==> src/rtl/wm_dispense_arbiter.sv <==
// wm_dispense_arbiter: round-robin arbiter for one shared water valve / soap pump.
// Each grant runs a timed water fill, a timed soap dose and a one-cycle DONE.
// All state changes happen on the falling edge of CLOCK. nRESET is asynchronous and active-low.
module wm_dispense_arbiter #(
  parameter int N          = 4,
  parameter int CW         = 5,
  parameter int REG_FILL   = 8,
  parameter int LRG_FILL   = 12,
  parameter int SOAP_TICKS = 3
) (
  input  logic         CLOCK,
  input  logic         nRESET,
  input  logic [N-1:0] REQ,
  input  logic [N-1:0] LARGE,
  output logic [N-1:0] GNT,
  output logic [N-1:0] DONE,
  output logic         WATER_ON,
  output logic         SOAP_ON,
  output logic         BUSY
);

  localparam int PW = (N > 1) ? $clog2(N) : 1;

  typedef enum logic [1:0] {
    IDLE = 2'd0,
    FILL = 2'd1,
    SOAP = 2'd2,
    ACK  = 2'd3
  } state_t;

  state_t          state_q, state_d;
  logic [PW-1:0]   g_q, g_d;
  logic [PW-1:0]   rr_q, rr_d;
  logic [CW-1:0]   cnt_q, cnt_d;
  logic [PW-1:0]   pick;
  logic            found;
  logic [N-1:0]    g_onehot;

  // Round-robin search: first asserted REQ at or above rr_ptr, wrapping modulo N.
  always_comb begin
    int unsigned idx;
    found = 1'b0;
    pick  = '0;
    idx   = 0;
    for (int unsigned k = 0; k < unsigned'(N); k++) begin
      idx = (32'(rr_q) + k) % unsigned'(N);
      if (!found && REQ[idx[PW-1:0]]) begin
        found = 1'b1;
        pick  = idx[PW-1:0];
      end
    end
  end

  // State, grant index, round-robin pointer and tick counter registers.
  always_ff @(negedge CLOCK or negedge nRESET) begin
    if (!nRESET) begin
      state_q <= IDLE;
      g_q     <= '0;
      rr_q    <= '0;
      cnt_q   <= '0;
    end else begin
      state_q <= state_d;
      g_q     <= g_d;
      rr_q    <= rr_d;
      cnt_q   <= cnt_d;
    end
  end

  // Next-state logic. Load size is used only when the counter is loaded at grant,
  // so later changes to LARGE cannot affect the running fill.
  always_comb begin
    state_d = state_q;
    g_d     = g_q;
    rr_d    = rr_q;
    cnt_d   = cnt_q;
    case (state_q)
      IDLE: begin
        if (found) begin
          g_d     = pick;
          rr_d    = (pick == PW'(N - 1)) ? '0 : pick + PW'(1);
          cnt_d   = LARGE[pick] ? CW'(LRG_FILL - 1) : CW'(REG_FILL - 1);
          state_d = FILL;
        end
      end
      FILL: begin
        if (!REQ[g_q]) begin
          cnt_d   = '0;
          state_d = IDLE;
        end else if (cnt_q == '0) begin
          cnt_d   = CW'(SOAP_TICKS - 1);
          state_d = SOAP;
        end else begin
          cnt_d   = cnt_q - CW'(1);
        end
      end
      SOAP: begin
        if (!REQ[g_q]) begin
          cnt_d   = '0;
          state_d = IDLE;
        end else if (cnt_q == '0) begin
          state_d = ACK;
        end else begin
          cnt_d   = cnt_q - CW'(1);
        end
      end
      ACK: begin
        cnt_d   = '0;
        state_d = IDLE;
      end
      default: begin
        cnt_d   = '0;
        state_d = IDLE;
      end
    endcase
  end

  // Moore output decode from the registered state and grant index.
  always_comb begin
    g_onehot = N'(1) << g_q;
    GNT      = '0;
    DONE     = '0;
    WATER_ON = 1'b0;
    SOAP_ON  = 1'b0;
    BUSY     = 1'b0;
    case (state_q)
      FILL: begin
        GNT      = g_onehot;
        WATER_ON = 1'b1;
        BUSY     = 1'b1;
      end
      SOAP: begin
        GNT     = g_onehot;
        SOAP_ON = 1'b1;
        BUSY    = 1'b1;
      end
      ACK: begin
        GNT  = g_onehot;
        DONE = g_onehot;
        BUSY = 1'b1;
      end
      default: begin
        GNT = '0;
      end
    endcase
  end

endmodule

==> config.mk <==
export PLATFORM = sky130hd
export DESIGN_NAME = wm_dispense_arbiter
export DESIGN_NICKNAME = d
export VERILOG_FILES = /design/src/rtl/wm_dispense_arbiter.sv
export SDC_FILE = /design/constraint.sdc
export NUM_CORES = 1
export LEC_CHECK = 0
export ABC_AREA = 0
export CAP_MARGIN = 20
export CELL_PAD_IN_SITES_DETAIL_PLACEMENT = 1
export CELL_PAD_IN_SITES_GLOBAL_PLACEMENT = 2
export CORE_MARGIN = 8
export CORE_UTILIZATION = 30
export CTS_BUF_LIST = sky130_fd_sc_hd__clkbuf_8 sky130_fd_sc_hd__clkbuf_16
export DETAILED_ROUTE_END_ITERATION = 8
export PLACE_DENSITY = 0.91
export SLEW_MARGIN = 20
export SYNTH_ARGS = -nofsm -noshare
export SYNTH_HDL_FRONTEND = slang
export SYNTH_SLANG_ARGS = --single-unit
==> constraint.sdc <==
create_clock -name CLOCK -period 4.67 [get_ports CLOCK]
set_input_delay 0.934 -clock CLOCK [delete_from_list [all_inputs] [get_ports CLOCK]]
set_output_delay 0.934 -clock CLOCK [all_outputs]
set_load 0.05 [all_outputs]
==> results.py, run 1 <==
metrics = {
    "global_routing": {
        "overflow": 0,
        "antenna_found_initial": 0,
        "grt_pass1_wl_um": 5060,
        "first_global_vias": 1087,
        "groute.usage.overall_pct": 12.1,
        "largest_net_degree_at_the_start_of_global_routing": 12,
    },
    "power": {
        "power-per-cell-area_nw_per_um2": 654,
        "cellLeakagePower_nw": 0.645,
        "max-vdd-ir-drop_mv": 0.497,
    },
    "clock_tree": {
        "clkLatencyLatePin_ns": 0.26,
        "cts_made_buffers": 3,
        "clk_root_buffer_cell": "sky130_fd_sc_hd__clkbuf_8",
        "numClockSinks": 11,
        "max-clock-path-buffers": 2,
        "count_of_hold_buffers_inserted_by_post_cts_repair": 0,
        "clkSlewWorstSetupHoldPaths_ns": 0.04,
        "ctsHtreeMaxLevel": 1,
        "cts_tree": "yes",
    },
    "worst_setup_path": {
        "worst-path-max-fanout": 9,
        "critPathCaptureType": "output port",
        "crit_required_ns": 3.74,
        "critical-path-top-delay-family": "simple AND/OR/NAND/NOR gates",
        "worstPathCellList": "nor2_2 > inv_1 > buf_4",
        "reg2reg_setup_slack_ns": 2.39,
        "max_stage_delay_ns": 0.49,
        "worst-path-buf-inv": 2,
        "crit_path_start_kind": "flip-flop",
        "critPathArrivalTime_ns": 3.84,
        "crit_path_top_delay_cell": "sky130_fd_sc_hd__nor2_2",
        "criticalPathCategory": "flip-flop to output port",
    },
    "timing": {
        "report.final.hold_viol_count": 0,
        "setup-violations-final": 8,
        "tightest_slew_ns": 0.655,
        "final_max_slew_viol_count": 0,
        "rsz0062_at_grt": "yes",
        "max_slew_margin_pct": 56.3,
        "timing.final.ws_setup_ns": -0.106,
        "max_clock_skew_ns": 0.00111,
    },
    "synthesis": {
        "synthArstFlopShare_pct": 100,
        "synth.net_count": 120,
        "synthesis.instances": 108,
        "syn-cell-area_um2": 873,
        "yosysUniqueCellTypes": 42,
        "number_of_warnings_reported_in_the_yosys_synthesis_log": 0,
        "synth_area_per_cell_um2": 8.09,
        "synth-seq-cells": 11,
        "yosys_most_used_dff": "sky130_fd_sc_hd__dfrtn_1",
        "ys_seq_area_share_pct": 31.5,
        "count_of_flip_flops_with_a_built_in_enable_after_synthesis": 0,
    },
    "floorplanning": {
        "die-area_um2": 4890,
        "floorplan.die.width_um": 70.0,
        "coreArea_um2": 2760,
        "io_pins": 21,
        "initial_utilization_pct": 31.7,
        "rows": 19,
        "die-height_um": 70.0,
    },
    "detailed_routing": {
        "drt-initial-drc-count": 34,
        "remaining_drc_errors": 0,
        "drt-wirelength-per-cell_um": 16.1,
        "antenna_violating_nets_post_route": 0,
        "via_density_per_instance": 5.29,
        "drt-pass1-iter-count": 4,
        "drt_wl_total_um": 2930,
        "via_count": 962,
    },
    "placement": {
        "placed_area_um2": 1340,
        "io_buffer_count": 20,
        "final_wtd_congestion": 0.902,
        "place_worst_setup_slack_ns": -0.733,
        "detailed_place_hpwl_um": 2420,
    },
    "cells_and_area": {
        "layout.cells.most_common": "sky130_fd_sc_hd__buf_4",
        "area_growth_syn_to_layout_pct": 65.6,
        "leading_cell_types_in_the_layout_fill_and_taps_excluded": "sky130_fd_sc_hd__buf_4 (23), sky130_fd_sc_hd__nand2_1 (12), sky130_fd_sc_hd__dfrtn_1 (11)",
        "final_net_count": 164,
        "drive_gt1_share_pct": 37.7,
        "n_antenna_cell": 0,
        "postLayoutCellArea_um2": 1450,
    },
    "job": {
        "drv.max_cap_violation_count": 0,
    },
    "run_status": {
        "failed_checks": "setup timing",
        "run_status": "complete, but fails checks",
    },
    "min_path": {
        "holdCritPathClass": "flip-flop to flip-flop",
    },
}
sequential cells by signal, indices dropped and copies added (netlist names):
signal / flops
cnt_q: 5
g_q: 2
rr_q: 2
state_q: 2
cells by family after synthesis:
kind of cell / after synthesis / share of synthesized area, %
flip-flops: 11 / 31.5
multiplexers: 2 / 3.72
AO/OA/AOI/OAI: 31 / 24.2
XOR/XNOR: 2 / 2.01
adder cells (fa/ha/maj): 2 / 2.86
buffers and inverters: 10 / 5.16
AND/OR/NAND/NOR: 50 / 30.5
metal layers:
metal / global-route usage, % / wire, um
met1: 13.7 / 1270
met2: 22.2 / 1520
met3: 2.82 / 120
met4: 2.68 / 17
met5: 0 / 0
stage by stage:
step           util [%]  total power (W)  hold slack [ns]  std cells  setup TNS (ns)
5_1_grt            52.5          0.00101            0.501        182          -0.997
3_3_place_gp       48.6         0.000797            0.446        176           -3.88
3_5_place_dp       48.6         0.000829            0.461        176           -4.77
4_1_cts            51.3         0.000941            0.469        181          -0.460
2_1_floorplan         -         0.000574            0.482        108          -0.456
6_report           52.5         0.000946            0.480        182          -0.470
path summary, 6_finish.rpt:
check	from	endpoint	cells after the start
setup / recovery	state_q[0]	BUSY	3
hold / removal	state_q[0]	cnt_q[0]	1
setup reg to reg	cnt_q[0]	cnt_q[3]	8
hold reg to reg	state_q[0]	cnt_q[0]	1
max in group asynchronous	nRESET	state_q[0]	1
min in group asynchronous	nRESET	cnt_q[4]	1
final cells by class:
| cell class | count | area, um2 |
|---|---|---|
| fillers | 332 | 1310 |
| clock buffers | 3 | 41.3 |
| clock inverters | 1 | 3.75 |
| repair buffers | 42 | 454 |
| well taps | 31 | 38.8 |
| flip-flops and latches | 11 | 275 |
| inverters | 7 | 26.3 |
| multi-input cells | 87 | 607 |
timing repair:
item                       in CTS  in global routing
gates cloned                    0                  0
pin swaps                       4                  3
setup endpoints to repair      18                 14
setup buffers                   1                  1
gates resized for setup        21                 13
power by group:
part           leakage (nW)  switching (W)  internal, W
Combinational         0.484       0.000354     0.000286
Sequential            0.133      0.0000668     0.000144
Clock                0.0269      0.0000376    0.0000579
Total                 0.645       0.000458     0.000488
Yosys cell counts (2+ instances only):
library cell	number	area [um2]
sky130_fd_sc_hd__nor2_1	14	52.6
sky130_fd_sc_hd__nand2_1	12	45.0
sky130_fd_sc_hd__dfrtn_1	11	275
sky130_fd_sc_hd__a21oi_1	8	40.0
sky130_fd_sc_hd__inv_1	7	26.3
sky130_fd_sc_hd__o21ai_0	6	30.0
sky130_fd_sc_hd__nor3_1	5	25.0
sky130_fd_sc_hd__nand2b_1	3	18.8
sky130_fd_sc_hd__nand3_1	3	15.0
sky130_fd_sc_hd__a31oi_1	2	12.5
sky130_fd_sc_hd__clkbuf_1	2	7.51
sky130_fd_sc_hd__ha_1	2	25.0
sky130_fd_sc_hd__nor2b_1	2	12.5
sky130_fd_sc_hd__o211ai_1	2	15.0
sky130_fd_sc_hd__xor2_1	2	17.5
No activity file was read; power rests on OpenSTA's default activity.
==> run 2, diff against run 1 <==
ABC_AREA = 1   (was 0)
GPL_ROUTABILITY_DRIVEN = 0   (was default)
PLACE_DENSITY = 0.93   (was 0.91)
==> results.py, run 2 <==
metrics = {
    "run_status": {
        "run_status": "finished clean",
    },
    "detailed_routing": {
        "drt-initial-drc-count": 44,
        "highest_layer": "met4",
        "met3RoutedLength_um": 39,
        "antenna_violating_nets_post_route": 0,
        "drt_wl_total_um": 3210,
        "drt-pass1-iter-count": 4,
        "route.layer.met1.wl_um": 1410,
        "via_count": 1191,
        "routed-wl-met2_um": 1730,
        "remaining_drc_errors": 0,
        "via_density_per_instance": 4.73,
        "drt-wirelength-per-cell_um": 12.8,
    },
    "floorplanning": {
        "io_pins": 21,
        "rows": 22,
        "die-area_um2": 5900,
        "initial_utilization_pct": 30.7,
        "floorplan.die.width_um": 76.8,
        "die-height_um": 76.8,
        "coreArea_um2": 3610,
    },
    "worst_setup_path": {
        "worst-path-max-fanout": 3,
        "critical-path-top-cell-by-count": "sky130_fd_sc_hd__buf_4",
        "criticalPathCategory": "primary input to flip-flop",
        "crit_required_ns": 2.43,
        "crit_path_start": "REQ[1]",
        "worstReg2RegStart": "rr_q[0]",
        "max_stage_delay_ns": 0.24,
        "reg2reg_setup_slack_ns": 2.58,
        "worstPathCellList": "dlygate4sd2_1 > inv_1 > buf_4 > nor2_1 > nor3_2 > buf_4 > nor2_2 > nor2_1 > buf_4 > a21oi_1 > o21ai_0 > o21ai_0",
        "timing.critical_path.to": "cnt_q[1]",
        "crit_path_start_kind": "primary input",
        "crit_path_top_delay_cell": "sky130_fd_sc_hd__dlygate4sd2_1",
        "critPathArrivalTime_ns": 2.28,
        "critPathCaptureType": "flip-flop",
        "worst-r2r-cell-count": 13,
        "reg2reg_to": "cnt_q[3]",
    },
    "placement": {
        "io_buffer_count": 20,
        "dpl.cell_count": 245,
        "detailed_place_hpwl_um": 2720,
        "place_worst_setup_slack_ns": -0.375,
    },
    "power": {
        "cellInternalPower_w": 0.000590,
        "power-per-cell-area_nw_per_um2": 849,
        "cellLeakagePower_nw": 0.797,
        "power_switching_w": 0.000748,
        "max-vdd-ir-drop_mv": 0.233,
        "clkPwrFrac_pct": 7.1,
        "power_switching_share_pct": 55.9,
        "share_seq_of_total_power_pct": 15.8,
        "combinational_group_share_of_total_power_pct": 77.1,
    },
    "global_routing": {
        "grt_pass1_wl_um": 5930,
        "overflow": 0,
        "first_global_vias": 1327,
        "antenna_found_initial": 0,
        "largest_net_degree_at_the_start_of_global_routing": 12,
        "groute.usage.overall_pct": 11.8,
    },
    "synthesis": {
        "synthTopCellsByArea": "sky130_fd_sc_hd__dfrtn_1 (25%), sky130_fd_sc_hd__nand2_1 (15%), sky130_fd_sc_hd__nand2_2 (7.3%)",
        "synthArstFlopShare_pct": 100,
        "yosys_most_used_dff": "sky130_fd_sc_hd__dfrtn_1",
        "number_of_warnings_reported_in_the_yosys_synthesis_log": 0,
        "synthesis.instances": 170,
        "ys_seq_area_share_pct": 24.8,
        "netlist_top_cells_count": "sky130_fd_sc_hd__nand2_1 (45), sky130_fd_sc_hd__inv_1 (20), sky130_fd_sc_hd__nor2_1 (19)",
        "yosysUniqueCellTypes": 27,
        "synth-seq-cells": 11,
        "synth_top_cell_area_share_pct": 24.8,
        "count_of_flip_flops_with_a_built_in_enable_after_synthesis": 0,
        "synth_area_per_cell_um2": 6.52,
        "syn-cell-area_um2": 1110,
        "synth_most_common_cell": "sky130_fd_sc_hd__nand2_1",
        "synth.net_count": 182,
        "cell_accounting_for_the_most_synthesized_area": "sky130_fd_sc_hd__dfrtn_1",
    },
    "clock_tree": {
        "count_of_hold_buffers_inserted_by_post_cts_repair": 0,
        "cts_made_buffers": 3,
        "numClockSinks": 11,
        "clkSlewWorstSetupHoldPaths_ns": 0.04,
        "clk_root_buffer_cell": "sky130_fd_sc_hd__clkbuf_8",
        "max-clock-path-buffers": 2,
        "clkLatencyLatePin_ns": 0.26,
        "cts_tree": "yes",
        "ctsHtreeMaxLevel": 1,
    },
    "timing": {
        "rsz0062_at_grt": "no",
        "tightest_slew_ns": 0.548,
        "fin_hold_ws_ns": 0.494,
        "max_slew_margin_pct": 63.5,
        "fin_setup_tns_ns": 0,
        "setup-violations-final": 0,
        "final_max_slew_viol_count": 0,
        "report.final.hold_viol_count": 0,
        "max_clock_skew_ns": 0.00416,
        "timing.final.ws_setup_ns": 0.145,
    },
    "cells_and_area": {
        "area_growth_syn_to_layout_pct": 42.2,
        "leading_cell_types_in_the_layout_fill_and_taps_excluded": "sky130_fd_sc_hd__nand2_1 (39), sky130_fd_sc_hd__nand2_2 (18), sky130_fd_sc_hd__inv_1 (17), sky130_fd_sc_hd__buf_4 (17), sky130_fd_sc_hd__nor2_1 (16)",
        "top_register": "cnt_q",
        "largest_reg_flops": 5,
        "final_net_count": 217,
        "drive_gt1_share_pct": 36.8,
        "layoutNonFillerInstCount": 252,
        "layout.cells.most_common": "sky130_fd_sc_hd__nand2_1",
        "n_antenna_cell": 0,
    },
    "job": {
        "drv.max_cap_violation_count": 0,
    },
    "min_path": {
        "holdCritPathClass": "flip-flop to flip-flop",
    },
}
==> run 2: cell types whose count changed after synthesis, moves of 4 or more <==
| cell | previous run | this run |
|---|---|---|
| sky130_fd_sc_hd__nand3_1 | 3 | 11 |
| sky130_fd_sc_hd__inv_1 | 7 | 20 |
| sky130_fd_sc_hd__inv_2 | 0 | 6 |
| sky130_fd_sc_hd__nor2_1 | 14 | 19 |
| sky130_fd_sc_hd__o21ai_0 | 6 | 11 |
| sky130_fd_sc_hd__nand2_2 | 0 | 13 |
| sky130_fd_sc_hd__nand2_1 | 12 | 45 |
| sky130_fd_sc_hd__a21oi_1 | 8 | 4 |
| sky130_fd_sc_hd__nand4_1 | 0 | 5 |
==> run 2: cells by family (layout without fill, tap and decap cells) <==
group | Yosys count | count (layout) | synth area share (%)
AO/OA/AOI/OAI | 23 | 23 | 12.2
adder cells (fa/ha/maj) | 2 | 2 | 2.26
AND/OR/NAND/NOR | 103 | 103 | 47.3
XOR/XNOR | 2 | 2 | 1.58
flip-flops | 11 | 11 | 24.8
buffers and inverters | 29 | 63 | 11.9
==> run 2: stage by stage <==
step                area (um2)  total power [W]  util, %
global placement          1460          0.00114     40.5
global route              1580          0.00147     43.7
CTS                       1560          0.00133     43.2
detailed placement        1460          0.00118     40.5
finish                    1580          0.00134     43.7
floorplan                 1110         0.000914        -
==> run 2: layer usage <==
metal / global-route usage, % / vias to the layer above
li1: - / 613
met1: 13.5 / 565
met2: 21.5 / 11
met3: 1.40 / 2
met4: 4.23 / 0
met5: 0 / -
==> run 2: timing repair <==
item	CTS	global route
setup buffers	1	2
pin swaps	13	4
gates resized for setup	21	3
endpoints found under the setup margin	7	6
==> run 2: critical path: cells and delay by family <==
kind,cells,cell delay (ns)
buffers and inverters,5,0.69
AND/OR/NAND/NOR,4,0.38
AO/OA/AOI/OAI,3,0.27
==> run 2: worst min-delay path by stage <==
stage | from | to | slack, ns | cells past startpoint
6_report | g_q[0] | g_q[0] | 0.49 | 1
5_1_grt | g_q[0] | g_q[0] | 0.51 | 1
4_1_cts | g_q[0] | g_q[0] | 0.49 | 1
3_5_place_dp | g_q[0] | g_q[0] | 0.50 | 1
3_3_place_gp | cnt_q[4] | cnt_q[4] | 0.49 | 2
2_1_floorplan | cnt_q[4] | cnt_q[4] | 0.45 | 2
==> run 2: layout make-up <==
class / instances / area, um2
clock buffer: 3 / 41.3
clock inverter: 1 / 3.75
fill: 480 / 2030
inverter: 27 / 109
multi-input combinational: 130 / 754
sequential: 11 / 275
tap: 48 / 60.1
timing repair buffer: 32 / 333
==> run 2: power groups by stage <==
stage	combinational (W)	clock (W)	sequential (W)
final	0.00103	0.0000946	0.000212
after CTS	0.00102	0.0000983	0.000211
after floorplan	0.000735	0	0.000179
after detailed placement	0.000971	0	0.000211
after global routing	0.00115	0.000103	0.000219
after global placement	0.000939	0	0.000204
==> run 3, diff against run 2 <==
CORE_ASPECT_RATIO = 0.9   (was default)
==> results.py, run 3 (synthesis results as in run 2) <==
metrics = {
    "global_routing": {
        "overflow": 0,
        "groute.usage.overall_pct": 13.1,
        "first_global_vias": 1330,
        "largest_net_degree_at_the_start_of_global_routing": 12,
        "antenna_found_initial": 0,
        "grt_pass1_wl_um": 6130,
    },
    "timing": {
        "report.final.hold_viol_count": 0,
        "max_clock_skew_ns": 0.00463,
        "max_slew_margin_pct": 64.5,
        "tightest_slew_ns": 0.530,
        "final_max_slew_viol_count": 0,
        "fin_setup_tns_ns": 0,
        "fin_hold_ws_ns": 0.510,
        "setup-violations-final": 0,
        "rsz0062_at_grt": "no",
    },
    "cells_and_area": {
        "leading_cell_types_in_the_layout_fill_and_taps_excluded": "sky130_fd_sc_hd__nand2_1 (39), sky130_fd_sc_hd__nand2_2 (18), sky130_fd_sc_hd__inv_1 (17), sky130_fd_sc_hd__nor2_1 (16), sky130_fd_sc_hd__buf_4 (13)",
        "layout.cells.most_common": "sky130_fd_sc_hd__nand2_1",
        "largest_reg_flops": 5,
        "area_growth_syn_to_layout_pct": 40.6,
        "layout.area.seq_um2": 275,
        "filler_cell_count": 469,
        "top_register": "cnt_q",
        "drive_gt1_share_pct": 36.5,
        "area_of_combinational_cells_with_multiple_inputs_um2": 769,
        "layoutNonFillerInstCount": 246,
        "n_antenna_cell": 0,
        "final_net_count": 213,
    },
    "worst_setup_path": {
        "max_stage_delay_ns": 0.47,
        "reg2reg_to": "cnt_q[3]",
        "worstPathCellList": "nand2_1 > nor2_1 > buf_12",
        "worst-r2r-cell-count": 13,
        "critPathCaptureType": "output port",
        "worstReg2RegStart": "rr_q[0]",
        "crit_path_start": "state_q[0]",
        "reg2reg_setup_slack_ns": 2.61,
        "crit_path_top_delay_cell": "sky130_fd_sc_hd__dfrtn_1",
        "crit_required_ns": 3.74,
        "criticalPathCategory": "flip-flop to output port",
        "timing.critical_path.to": "DONE[1]",
        "worst-path-max-fanout": 4,
        "crit_path_start_kind": "flip-flop",
        "critPathArrivalTime_ns": 3.65,
    },
    "min_path": {
        "holdCritPathClass": "flip-flop to flip-flop",
    },
    "floorplanning": {
        "coreArea_um2": 3630,
        "rows": 21,
        "die-area_um2": 5900,
        "io_pins": 21,
        "floorplan.die.width_um": 80.1,
        "die-height_um": 73.7,
        "initial_utilization_pct": 30.6,
    },
    "run_status": {
        "run_status": "finished clean",
    },
    "clock_tree": {
        "cts_made_buffers": 3,
        "clkLatencyLatePin_ns": 0.26,
        "cts_tree": "yes",
        "numClockSinks": 11,
        "cts.repair_timing.setup_buffer_count": 0,
        "count_of_hold_buffers_inserted_by_post_cts_repair": 0,
        "ctsHtreeMaxLevel": 1,
        "clk_root_buffer_cell": "sky130_fd_sc_hd__clkbuf_8",
        "max-clock-path-buffers": 2,
        "clkSlewWorstSetupHoldPaths_ns": 0.04,
    },
    "placement": {
        "io_buffer_count": 20,
        "dpl.cell_count": 242,
        "detailed_place_hpwl_um": 3010,
    },
    "power": {
        "clkPwrFrac_pct": 7.2,
        "cellInternalPower_w": 0.000574,
        "max-vdd-ir-drop_mv": 0.259,
        "cellLeakagePower_nw": 0.780,
        "combinational_group_share_of_total_power_pct": 77.3,
        "power_switching_share_pct": 57.4,
        "share_seq_of_total_power_pct": 15.5,
        "power-per-cell-area_nw_per_um2": 865,
        "total_power_w": 0.00135,
        "power_switching_w": 0.000774,
    },
    "detailed_routing": {
        "remaining_drc_errors": 0,
        "drt-pass1-iter-count": 4,
        "via_density_per_instance": 4.86,
        "via_count": 1195,
        "drt_wl_total_um": 3570,
        "drt-wirelength-per-cell_um": 14.5,
        "drt-initial-drc-count": 40,
        "antenna_violating_nets_post_route": 0,
    },
    "job": {
        "drv.max_cap_violation_count": 0,
    },
}
[run 3: through the flow]
step / utilization [%] / setup slack [ns] / instance area (um2)
after global routing: 43.0 / 0.0000324 / 1560
after detailed placement: 40.0 / -0.411 / 1450
after global placement: 40.0 / -0.316 / 1450
after floorplan: - / 0.111 / 1110
final: 43.0 / 0.0853 / 1560
after CTS: 42.6 / 0.0726 / 1550
[run 3: worst min path at each step]
stage | from | to | slack [ns] | cells past startpoint
2_1_floorplan | cnt_q[4] | cnt_q[4] | 0.45 | 2
4_1_cts | cnt_q[4] | cnt_q[4] | 0.51 | 2
6_report | cnt_q[4] | cnt_q[4] | 0.51 | 2
5_1_grt | g_q[1] | g_q[1] | 0.56 | 2
3_3_place_gp | cnt_q[4] | cnt_q[4] | 0.49 | 2
3_5_place_dp | cnt_q[4] | cnt_q[4] | 0.50 | 2
[run 3: routing by layer]
| layer | up-vias | wire, um | GRT usage [%] |
|---|---|---|---|
| met5 | - | 0 | 0 |
| met3 | 5 | 81 | 1.71 |
| met1 | 571 | 1520 | 14.4 |
| met2 | 18 | 1920 | 24.1 |
| li1 | 601 | - | - |
| met4 | 0 | 50 | 6.05 |
[run 3: power groups by stage]
stage	combinational (W)	sequential (W)	clock, W
CTS	0.00104	0.000207	0.000100
floorplan	0.000735	0.000179	0
global route	0.00115	0.000217	0.000105
detailed placement	0.000982	0.000207	0
finish	0.00104	0.000209	0.0000971
global placement	0.000934	0.000205	0
[run 3: repair_timing]
action,CTS,global route
hold endpoints to repair,0,0
setup endpoints to repair,8,4
resized for setup,25,3
pin swaps,13,4
[run 3: worst max-delay path, delay by kind of cell, from the launching register on]
| family | cells | cell delay, ns |
|---|---|---|
| flops | 1 | 0.47 |
| simple gates | 2 | 0.39 |
| buf+inv | 1 | 0.18 |
[run 3: final cells by class]
cell class | instances | area share (%)
clock buffer | 3 | 2.65
clock inverter | 1 | 0.241
inverter | 27 | 6.98
multi-input combinational | 130 | 49.4
sequential | 11 | 17.7
tap | 46 | 3.69
timing repair buffer | 28 | 19.4
